--- src/rtl/riscv_run_ctrl.sv ---
// riscv_run_ctrl: run controller that resets a core, runs it, and records how the run ended.
// Ports:
//   clk, reset          clock, asynchronous active-high reset
//   start               single-cycle request to begin a run (honoured in IDLE and DONE)
//   pc_in, instr_in     core program counter and instruction being fetched
//   core_reset          reset to the core, low only while running
//   running, done       RUN / DONE state flags
//   status              00 none, 01 halted, 10 timeout, 11 stuck
//   cycle_count         run cycles taken, including the terminating one
//   halt_pc             pc_in captured on the terminating edge
module riscv_run_ctrl #(
  parameter int          XLEN         = 32,
  parameter int          CNT_W        = 32,
  parameter int          RESET_CYCLES = 4,
  parameter int          MAX_CYCLES   = 1000,
  parameter int          STALL_LIMIT  = 8,
  parameter logic [31:0] HALT_INSN    = 32'h00100073
) (
  input  logic            clk,
  input  logic            reset,
  input  logic            start,
  input  logic [XLEN-1:0] pc_in,
  input  logic [31:0]     instr_in,
  output logic            core_reset,
  output logic            running,
  output logic            done,
  output logic [1:0]      status,
  output logic [CNT_W-1:0] cycle_count,
  output logic [XLEN-1:0] halt_pc
);
  localparam int RW = RESET_CYCLES > 1 ? $clog2(RESET_CYCLES) : 1;
  localparam int SW = STALL_LIMIT > 1 ? $clog2(STALL_LIMIT) : 1;
  typedef enum logic [1:0] {S_IDLE, S_RST, S_RUN, S_DONE} state_t;
  state_t          state_q;
  logic [RW-1:0]   rst_cnt_q;
  logic [SW-1:0]   stall_q;
  logic [XLEN-1:0] prev_pc_q;
  logic            valid_q;
  logic [1:0]      status_q;
  logic [CNT_W-1:0] cnt_q;
  logic [XLEN-1:0] halt_pc_q;
  logic            match;
  logic [1:0]      status_d;
  // Termination code for this edge; the ternary order encodes halt > stuck > timeout.
  always_comb begin
    match    = valid_q && pc_in == prev_pc_q;
    status_d = instr_in == HALT_INSN                      ? 2'b01 :
               match && stall_q == SW'(STALL_LIMIT - 1)   ? 2'b11 :
               cnt_q == CNT_W'(MAX_CYCLES - 1)            ? 2'b10 : 2'b00;
  end
  always_ff @(posedge clk or posedge reset) begin
    if (reset) begin
      state_q   <= S_IDLE;
      rst_cnt_q <= '0;
      stall_q   <= '0;
      prev_pc_q <= '0;
      valid_q   <= 1'b0;
      status_q  <= 2'b00;
      cnt_q     <= '0;
      halt_pc_q <= '0;
    end else begin
      case (state_q)
        S_IDLE, S_DONE: if (start) begin
          state_q   <= S_RST;
          rst_cnt_q <= '0;
          stall_q   <= '0;
          valid_q   <= 1'b0;
          status_q  <= 2'b00;
          cnt_q     <= '0;
        end
        S_RST: begin
          if (rst_cnt_q == RW'(RESET_CYCLES - 1)) state_q <= S_RUN;
          else rst_cnt_q <= rst_cnt_q + RW'(1);
        end
        S_RUN: begin
          cnt_q     <= cnt_q + CNT_W'(1);
          prev_pc_q <= pc_in;
          valid_q   <= 1'b1;
          stall_q   <= match ? stall_q + SW'(1) : '0;
          if (status_d != 2'b00) begin
            state_q   <= S_DONE;
            status_q  <= status_d;
            halt_pc_q <= pc_in;
          end
        end
        default: state_q <= S_IDLE;
      endcase
    end
  end
  assign core_reset  = state_q != S_RUN;
  assign running     = state_q == S_RUN;
  assign done        = state_q == S_DONE;
  assign status      = status_q;
  assign cycle_count = cnt_q;
  assign halt_pc     = halt_pc_q;
endmodule
--- config.mk ---
export PLATFORM = sky130hd
export DESIGN_NAME = riscv_run_ctrl
export DESIGN_NICKNAME = d
export VERILOG_FILES = /design/src/rtl/riscv_run_ctrl.sv
export SDC_FILE = /design/constraint.sdc
export NUM_CORES = 1
export LEC_CHECK = 0
export CAP_MARGIN = 25
export CORE_ASPECT_RATIO = 1.4
export CORE_MARGIN = 3
export CORE_UTILIZATION = 40
export DETAILED_ROUTE_END_ITERATION = 8
export DONT_BUFFER_PORTS = 1
export PLACE_DENSITY = 0.52
export SETUP_SLACK_MARGIN = 0.2
export SLEW_MARGIN = 20
export SYNTH_ARGS = -nofsm -noshare
export SYNTH_HDL_FRONTEND = slang
export SYNTH_SLANG_ARGS = --single-unit
export TNS_END_PERCENT = 30
--- constraint.sdc ---
create_clock -name clk -period 3.34 [get_ports clk]
set_clock_uncertainty 0.1 [all_clocks]
set_input_delay 0.334 -clock clk [delete_from_list [all_inputs] [get_ports clk]]
set_output_delay 0.334 -clock clk [all_outputs]
set_load 0.01 [all_outputs]
-- After elaboration in Yosys (flattened, before gate mapping)
Index checks and enable logic that the tools add are counted.
- multiplexer cells: 19
- eq/ne operators: 13
- add/sub/neg operators: 3
- reductions and logical operators: 12
- operators by type and width (kind ; count):
    $pmux 32 s2 ; 1
    $add 32x1->32 const B ; 1
    $eq 32x10->1 const B ; 1
    $eq 32x21->1 const B ; 1
    $eq 32x32->1 ; 1
    $mux 32 ; 1
    $mux 2 ; 9
    $reduce_and 3->1 ; 3
    $ne 2x2->1 const B ; 4
    $pmux 2 s2 ; 2
    $eq 2x2->1 const B ; 3
    $mux 3 ; 2
    $pmux 2 s3 ; 1
    $pmux 3 s2 ; 1
    $reduce_bool 2->1 ; 3
    $reduce_and 2->1 ; 2
    $add 3x1->3 const B ; 1
    $eq 3x3->1 const B ; 1
    $add 2x1->2 const B ; 1
    $eq 2x1->1 const B ; 1
    $logic_and 1x1->1 ; 2
    $logic_not 2->1 ; 1
    $ne 2x1->1 const B ; 1
    $pmux 1 s2 ; 1
    other kinds (2) ; 2
- flip-flop bits (word level): 106
- logic and storage cells: 55
- bits of input ports: 67

-- Longest topological paths before layout
Gate-level depths: netlist (run 1).
- word-level depth: 8
- gate-level depth with buffers: 8
- mapped depth without buffers: 7

-- Worst setup path after synthesis (run 1)
No wires, ideal clock.
- path kind: reg2reg
- start point: register cnt_q[0] (netlist: cycle_count[0])
- end point: register halt_pc_q[0] (netlist: halt_pc[0])
- path slack: 1170 ps
- buffers on the path: 1
- stages on the path, launching flop included: 9
- setup time: 125 ps
- period minus slack after synthesis: 2170 ps
- data arrival time: 1945 ps
- cells stage by stage: dfrtp_1 -> ha_1 -> nor4b_1 -> nand3_1 -> nor3_1 -> o21ai_2 -> o31ai_4 -> buf_6 -> mux2_4
- longest elaborated chain between the ends: 6
- ends and longest elaborated chain (item ; line ; source):
    start, declared ; 40 ; logic [CNT_W-1:0] cnt_q;
    start signal, assigned ; 76 ; cnt_q <= cnt_q + CNT_W'(1);
    $eq 32x10->1 ; 49 ; cnt_q == CNT_W'(MAX_CYCLES - 1) ? 2'b10 : 2'b00;
    $mux 2 ; 49 ;
    $mux 2 ; 48 ; match && stall_q == SW'(STALL_LIMIT - 1) ? 2'b11 :
    $mux 2 ; 47 ; status_d = instr_in == HALT_INSN ? 2'b01 :
    $reduce_bool 2->1 ; 80 ; if (status_d != 2'b00) begin
    $reduce_and 2->1 (no line) ; -- ;
    end signal, assigned ; 83 ; halt_pc_q <= pc_in;
    end, declared ; 41 ; logic [XLEN-1:0] halt_pc_q;
No other way between the ends.
A chain may end at the register's enable or synchronous reset.

-- Worst setup path in the final report (run 1)
- start point: register cnt_q[3] (netlist: cycle_count[3])
- end point: register halt_pc_q[30] (netlist: halt_pc[30])
The elaborated chain is that of the path after synthesis.

==> flow_summary.yaml, run 1 <==
timing:
  slew_headroom_pct: 40.2
  final-setup-viol-count: 0
  setup_tns_ns: 0
  fin_crit_sh_pct: 80.8
  hold_violations: 0
  final_max_slew_viol_count: 0
  max_freq_mhz: 370
  worst_pin_slew_ns: 0.896
  period_minus_slack_ns: 2.70
  rsz0062_at_grt: "false"
floorplanning:
  die_h_um: 143
  start_util_pct: 41.3
  fp.coreArea_mm2: 0.0129
  rows: 49
  die_x_um: 104
  io_pins: 136
  die_area_mm2: 0.0148
grt:
  grt_max_degree: 107
  grt_pass1_wl_um: 20400
  grt_antenna_before_repair: 0
  grt_usage_pct: 17.3
  gr-total-overflow: 0
  grt_pass1_vias: 3780
detailed_routing:
  vias: 3594
  wire_per_inst_um: 18.9
  first_iter_violations: 114
  wirelength_um: 12300
  vias_per_cell: 5.52
  first_pass_iters: 4
  drcViolationCount: 0
  final_antenna_net_count: 0
outcome:
  status: "finished clean"
setup_path:
  critical-path-max-stage-delay_ns: 0.59
  crit_slowest_cell: "nor4b_1"
  required_ns: 3.47
  critPathLaunchType: "flip-flop"
  crit_chain: "nor4b_1 -> nand4_1 -> nor3_1 -> o21ai_2 -> o31ai_4 -> buf_12 -> mux2_1"
  cp-end-kind: "flip-flop"
  crit_fanout: 19
  cp.arrival_ns: 2.83
  critical_path_class: "reg -> reg"
placement:
  place_area_mm2: 0.00555
  gp_congestion: 0.812
  numPortBuffers: 0
  hpwl_um: 8990
min_path:
  hp-class: "in -> reg"
finish:
  seqCellArea_mm2: 0.00265
  final_nets: 543
  layout.cells.most_common_list: "dfrtp_1 (106), mux2_2 (33), nand2_1 (32), o21ai_0 (32)"
  multi_input_comb_area_mm2: 0.00255
  fin_area_mm2: 0.00590
  diodes: 0
  area_growth_pct: 10.5
  fill_cells: 1205
  drive_gt1_share_pct: 20.1
  final_util_pct: 45.6
  layout_commonest_cell: "dfrtp_1"
power:
  p_leak_nw: 2.49
  clkPwrFrac_pct: 28.7
  combPwrFrac_pct: 29.2
  power_density_mw_per_mm2: 684
  peakVddDrop_mv: 0.316
  p_sw_share_pct: 32.4
  p_sw_mw: 1.31
  power.total_mw: 4.03
  power_frac_seq_pct: 42.2
  intPower_mw: 2.73
cts:
  cts_sinks: 106
  cts.hold.buffers_added: 1
  path_clk_slew_ns: 0.07
  clock_latency_ns: 0.35
  h-tree-depth: 3
  cts_tree: "yes"
  cts_buffers: 9
  cts-root-buf: "clkbuf_16"
  cts_setup_buffers: 0
  clockBufferDepth: 2
  cts_resized: 0
yosys:
  syn_nets: 538
  syn-cell-area_mm2: 0.00534
  synth_seq_cells: 106
  synth_area_leader_cell: "dfrtp_1"
  synth_edf_count: 0
  yosys-top-cells-area: "dfrtp_1 (50%), mux2_4 (8.4%), mux2_2 (7.0%)"
  synth_top_area_share_pct: 49.7
  synth-main-ff-cell: "dfrtp_1"
  yosysUniqueCellTypes: 49
  syn_inst: 463
  syn_area_per_cell_um2: 11.5
  ys_seq_area_share_pct: 49.7
  ys_async_sr_fraction_pct: 100
  yosysWarnings: 0
job:
  cap_violations: 0
critical path, delay by kind of cell (launching register included):
family	cells	cell delay [ns]
compound gates	2	0.28
buf+inv	1	0.24
flops	1	0.48
mux	1	0.33
simple gates	3	1.13
path summary, 6_finish.rpt:
kind | start | to | slack [ns] | depth (start not counted)
setup / recovery | cycle_count[3]$_DFFE_PP0P_ | halt_pc[30]$_DFFE_PP0P_ | 0.64 | 7
hold / removal | pc_in[30] | halt_pc[30]$_DFFE_PP0P_ | 0.02 | 1
setup reg to reg | cycle_count[3]$_DFFE_PP0P_ | halt_pc[30]$_DFFE_PP0P_ | 0.64 | 7
hold reg to reg | stall_q[2]$_DFFE_PP0P_ | stall_q[2]$_DFFE_PP0P_ | 0.43 | 1
max in group asynchronous | reset | prev_pc_q[2]$_DFFE_PP0P_ | 2.19 | 3
min in group asynchronous | reset | cycle_count[27]$_DFFE_PP0P_ | 0.48 | 3
logic make-up after synthesis:
family	share of synthesized area [%]
AND/OR/NAND/NOR	15.1
flip-flops	49.7
adder cells (fa/ha/maj)	1.88
AO/OA/AOI/OAI	8.04
buffers and inverters	2.55
multiplexers	16.9
XOR/XNOR	5.74
state kept, by name (all words and copies together), names as in the netlist:
signal / cells
valid_q: 1
halt_pc: 32
cycle_count: 32
state_q: 2
rst_cnt_q: 2
status: 2
prev_pc_q: 32
stall_q: 3
final cells by class:
cell class / instances / share of cell area, %
Tap cell: 178 / 3.78
Multi-Input combinational cell: 330 / 43.2
Clock buffer: 9 / 3.82
Timing Repair Buffer: 9 / 1.68
Sequential cell: 106 / 45.0
Inverter: 12 / 0.827
Clock inverter: 7 / 1.70
synth_stat cells, drive strengths merged, types with 3 or more instances:
cell    count
dfrtp     106
mux2       65
o21ai      35
nand2      32
xnor2      30
nand4      24
nor2       23
nand3      19
inv        12
a21oi      11
nor4       11
and3        9
clkbuf      9
ha          8
nor3        7
buf         6
mux2i       6
o31ai       6
and4        5
xor2        5
nor4b       4
a22o        3
a31oi       3
o211ai      3
o22ai       3
per-stage QoR:
step                std cells  hold WS, ns  worst slack, ns
floorplan                 463        0.369             1.17
global placement          633        0.321            0.420
detailed placement        633        0.326            0.389
CTS                       650      0.00684            0.365
global route              651      0.00511            0.365
finish                    651       0.0204            0.640
power groups by stage:
stage	logic [mW]	registers, mW	clock network [mW]
2_1_floorplan	0.953	1.69	0
3_3_place_gp	1.18	1.71	0
3_5_place_dp	1.20	1.73	0
4_1_cts	1.21	1.70	1.19
5_1_grt	1.33	1.74	1.25
6_report	1.18	1.70	1.16
layer usage:
metal | up-vias | part of all wire [%] | GRT usage (%)
met5 | - | 0 | 0
met4 | 0 | 2.0 | 7.21
met3 | 15 | 5.8 | 4.12
met2 | 102 | 55 | 31.9
met1 | 1783 | 38 | 19.3
li1 | 1694 | - | -
(Power assumes the default switching activity.)
==> run 2, diff against run 1 <==
clock period = 2.4 ns   (was 3.34 ns; I/O delays follow)
==> flow_summary.yaml, run 2 (same netlist as run 1, synthesis figures left out) <==
outcome:
  status: "finished clean"
power:
  power_frac_seq_pct: 40.9
  p_sw_mw: 1.95
  clkPwrFrac_pct: 26.3
  power.total_mw: 5.82
  intPower_mw: 3.87
  p_leak_nw: 2.98
  p_sw_share_pct: 33.6
  combPwrFrac_pct: 32.8
  peakVddDrop_mv: 0.414
  power_density_mw_per_mm2: 852
timing:
  rsz0062_at_grt: "true"
  final-setup-viol-count: 0
  slew_headroom_pct: 59.0
  setup_slack_ns: 0.115
  worst_pin_slew_ns: 0.614
  fin_crit_sh_pct: 95.2
  max_freq_mhz: 438
  period_minus_slack_ns: 2.29
  hold_violations: 0
  final_max_slew_viol_count: 0
  setup_tns_ns: 0
detailed_routing:
  first_iter_violations: 153
  drcViolationCount: 0
  final_antenna_net_count: 0
  vias_per_cell: 5.49
  vias: 4011
  wirelength_um: 14400
  first_pass_iters: 5
  wire_per_inst_um: 19.7
finish:
  final_nets: 622
  area_growth_pct: 27.9
  diodes: 0
  final_cells: 730
  final_util_pct: 52.8
  drive_gt1_share_pct: 31.0
  layout_commonest_cell: "dfrtp_1"
  layout.cells.most_common_list: "dfrtp_1 (106), buf_4 (44), mux2_2 (33), dlygate4sd3_1 (33)"
grt:
  grt_pass1_wl_um: 22700
  grt_usage_pct: 19.6
  grt_max_degree: 107
  grt_pass1_vias: 4086
  grt_antenna_before_repair: 0
  gr-total-overflow: 0
placement:
  numPortBuffers: 0
  dp_cells: 669
  gp_congestion: 0.803
  post-place-ws_ns: -0.0603
  hpwl_um: 9610
setup_path:
  cp-end-kind: "flip-flop"
  crit_fanout: 8
  crit_slowest_cell: "dfrtp_1"
  crit_chain: "nor4b_2 -> buf_4 -> nand4_1 -> nor3_2 -> buf_4 -> o21ai_4 -> o31ai_4 -> buf_6 -> buf_6 -> buf_12 -> mux2_4"
  cp.arrival_ns: 2.42
  r2r_cells: 11
  critical-path-max-stage-delay_ns: 0.39
  critical_path_class: "reg -> reg"
  critPathLaunchType: "flip-flop"
  required_ns: 2.54
floorplanning:
  die_h_um: 143
  io_pins: 136
  fp.coreArea_mm2: 0.0129
  rows: 49
  start_util_pct: 41.3
  die_area_mm2: 0.0148
  die_x_um: 104
cts:
  cts_buffers: 9
  h-tree-depth: 3
  cts-root-buf: "clkbuf_16"
  path_clk_slew_ns: 0.08
  cts_tree: "yes"
  clockBufferDepth: 2
  clock_latency_ns: 0.35
  cts_sinks: 106
min_path:
  hp-class: "in -> reg"
  hold_depth: 3
job:
  cap_violations: 0
## run 2: final cells by class
type                    count  area (um^2)
well taps                 178          223
fillers                  1102         6110
multi-input cells         330         2750
inverters                  12         48.8
flip-flops and latches    106         2650
repair buffers             88          852
clock buffers               9          225
clock inverters             7         76.3
## run 2: what timing repair did
action                                  4_1_cts  5_1_grt
pin swaps                                     4        7
buffers inserted                              6        4
endpoints found under the hold margin       170        0
endpoints found under the setup margin       50       70
hold buffers                                 33        0
gates cloned                                  2        0
gates resized for setup                      18       26
## run 2: per-stage QoR
stage | cell area (um^2) | hold slack (ns)
5_1_grt | 6830 | 0.101
3_3_place_gp | 5840 | 0.225
3_5_place_dp | 5840 | 0.238
6_report | 6830 | 0.0762
4_1_cts | 6670 | 0.0573
2_1_floorplan | 5340 | 0.275
## run 2: final timing paths
kind | start | endpoint | slack [ns]
max | cycle_count[3]$_DFFE_PP0P_ | halt_pc[10]$_DFFE_PP0P_ | 0.11
min | start | valid_q$_DFFE_PP0P_ | 0.08
max reg2reg | cycle_count[3]$_DFFE_PP0P_ | halt_pc[10]$_DFFE_PP0P_ | 0.11
min reg2reg | prev_pc_q[11]$_DFFE_PP0P_ | prev_pc_q[11]$_DFFE_PP0P_ | 0.43
max in group asynchronous | reset | rst_cnt_q[1]$_DFFE_PP0P_ | 1.31
min in group asynchronous | reset | cycle_count[29]$_DFFE_PP0P_ | 0.39
## run 2: critical path: cells and delay by family, from the launching register on
kind                   cells  cell delay [ns]
buffers and inverters      5             0.68
AOI/OAI and AO/OA          2             0.14
DFF                        1             0.39
muxes                      1             0.30
and+or+nand+nor            3             0.55
## run 2: power by group through the flow
stage / combinational, mW / sequential [mW] / clock (mW)
5_1_grt: 2.11 / 2.43 / 1.66
6_report: 1.91 / 2.38 / 1.53
3_5_place_dp: 1.76 / 2.38 / 0
2_1_floorplan: 1.33 / 2.35 / 0
4_1_cts: 1.86 / 2.36 / 1.57
3_3_place_gp: 1.72 / 2.36 / 0
## run 2: per-layer routing
metal / up-vias / part of all wire (%) / GRT usage [%] / wire length, um
met1: 2016 / 38 / 22.1 / 5460
li1: 1856 / - / - / -
met3: 22 / 5.5 / 4.98 / 795
met2: 117 / 54 / 36.2 / 7820
met4: 0 / 2.2 / 7.07 / 314
met5: - / 0 / 0 / 0
==> run 3, diff against run 2 <==
CAP_MARGIN = unset   (was 25)
CORE_MARGIN = unset   (was 3)
CORE_UTILIZATION = 50   (was 40)
PLACE_DENSITY = 0.64   (was 0.52)
==> flow_summary.yaml, run 3 (same netlist as run 1, synthesis figures left out) <==
timing:
  rsz0062_at_grt: "true"
  max_freq_mhz: 419
  hold_violations: 0
  slew_headroom_pct: 62.3
  setup_slack_ns: 0.0144
  worst_pin_slew_ns: 0.566
  fin_crit_sh_pct: 99.4
  period_minus_slack_ns: 2.39
  final_max_slew_viol_count: 0
  final-setup-viol-count: 0
detailed_routing:
  drcViolationCount: 0
  vias_per_cell: 5.80
  vias: 3959
  final_antenna_net_count: 0
  first_iter_violations: 148
  wirelength_um: 13000
  first_pass_iters: 4
  wire_per_inst_um: 19.1
min_path:
  min_from: "start"
  hp-class: "in -> reg"
  hold_end: "valid_q$_DFFE_PP0P_"
  hold_depth: 3
cts:
  h-tree-depth: 3
  cts_sinks: 106
  cts_buffers: 9
  clockBufferDepth: 2
  cts-root-buf: "clkbuf_16"
  path_clk_slew_ns: 0.07
  clock_latency_ns: 0.33
  cts_tree: "yes"
job:
  cap_violations: 0
placement:
  place_area_mm2: 0.00578
  dp_cells: 628
  numPortBuffers: 0
  post-place-ws_ns: -0.0789
  hpwl_um: 8870
  gp_congestion: 0.817
floorplanning:
  start_util_pct: 51.3
  rows: 44
  die_area_mm2: 0.0111
  die_x_um: 89.3
  fp.coreArea_mm2: 0.0104
  die_h_um: 124
  io_pins: 136
power:
  p_sw_mw: 1.86
  peakVddDrop_mv: 0.583
  power.total_mw: 5.77
  intPower_mw: 3.91
  p_leak_nw: 2.90
  combPwrFrac_pct: 32.2
  power_frac_seq_pct: 41.1
  p_sw_share_pct: 32.2
  power_density_mw_per_mm2: 870
  clkPwrFrac_pct: 26.7
setup_path:
  critPathLaunchType: "flip-flop"
  reg2reg_to: "halt_pc[25]$_DFFE_PP0P_"
  required_ns: 2.52
  r2r_cells: 10
  critical_path_class: "reg -> reg"
  cp.arrival_ns: 2.51
  r2r_slack_ns: 0.01
  cp-end-kind: "flip-flop"
  rr_startpoint: "cycle_count[27]$_DFFE_PP0P_"
  crit_fanout: 8
outcome:
  status: "finished clean"
finish:
  diodes: 0
  layout.cells.most_common_list: "dfrtp_1 (106), buf_4 (42), mux2_2 (33), dlygate4sd3_1 (33)"
  fin_area_mm2: 0.00663
  final_nets: 615
  area_growth_pct: 24.2
  final_util_pct: 63.7
  drive_gt1_share_pct: 27.5
  layout_commonest_cell: "dfrtp_1"
  final_cells: 683
grt:
  grt_pass1_wl_um: 20400
  grt_usage_pct: 24.4
  grt_max_degree: 107
  grt_pass1_vias: 4043
  gr-total-overflow: 0
  grt_antenna_before_repair: 0
run 3: changes by cell type in the layout (fill, tap and decap cells not counted), moves of 2 or more:
cell,delta
xnor2_1,+7
xnor2_2,-7
buf_6,-4
and3_1,+2
buf_4,-2
clkbuf_1,+2
inv_6,-2
nand2_1,+2
nand2_2,-2
run 3: final cells by class:
cell class	count	area (um^2)
Timing Repair Buffer	81	764
Clock inverter	5	78.8
Inverter	12	48.8
Fill cell	785	3770
Clock buffer	11	233
Multi-Input combinational cell	330	2680
Sequential cell	106	2650
Tap cell	138	173
run 3: worst max-delay path by stage:
| stage | start | endpoint | slack [ns] |
|---|---|---|---|
| 5_1_grt | cycle_count[10]$_DFFE_PP0P_ | halt_pc[26]$_DFFE_PP0P_ | -0.08 |
| 6_report | cycle_count[27]$_DFFE_PP0P_ | halt_pc[25]$_DFFE_PP0P_ | 0.01 |
| 2_1_floorplan | cycle_count[0]$_DFFE_PP0P_ | halt_pc[0]$_DFFE_PP0P_ | 0.23 |
| 3_3_place_gp | cycle_count[28]$_DFFE_PP0P_ | halt_pc[11]$_DFFE_PP0P_ | -0.04 |
| 4_1_cts | cycle_count[0]$_DFFE_PP0P_ | halt_pc[30]$_DFFE_PP0P_ | 0.05 |
| 3_5_place_dp | cycle_count[28]$_DFFE_PP0P_ | halt_pc[10]$_DFFE_PP0P_ | -0.08 |
run 3: power by group through the flow:
stage	clock network (mW)	logic (mW)	registers [mW]
after global routing	1.65	2.04	2.42
after floorplan	0	1.33	2.35
after CTS	1.58	1.83	2.36
after detailed placement	0	1.75	2.39
after global placement	0	1.69	2.36
final	1.54	1.86	2.37
run 3: stage by stage:
step / TNS, ns / hold WS (ns)
floorplan: 0 / 0.275
global placement: -0.834 / 0.219
detailed placement: -1.52 / 0.222
CTS: 0 / 0.0743
global route: -0.713 / 0.110
finish: 0 / 0.0957
run 3: repair_timing:
item / in CTS / in global routing
endpoints found under the setup margin: 54 / 70
cloned: 1 / 0
hold buffers: 33 / 0
setup buffers: 5 / 0
pin swaps: 5 / 7
resized for setup: 11 / 15
endpoints found under the hold margin: 170 / 0
run 3: routing by layer:
metal  wire length (um)  vias up  GRT usage [%]
li1                   -     1845              -
met1               5100     1970           29.0
met2               6870      119           41.6
met3                702       25           5.96
met4                379        0           9.62
met5                  0        -              0
run 3: worst max-delay path: stages, from the launching register on:
cell and delay (ns):
dfrtp_1 0.40, nor4_2 0.37, nand4_1 0.18, nor3_2 0.21
buf_4 0.16, o21ai_4 0.06, o31ai_4 0.07, buf_6 0.18
buf_12 0.11, buf_12 0.12, mux2_4 0.30
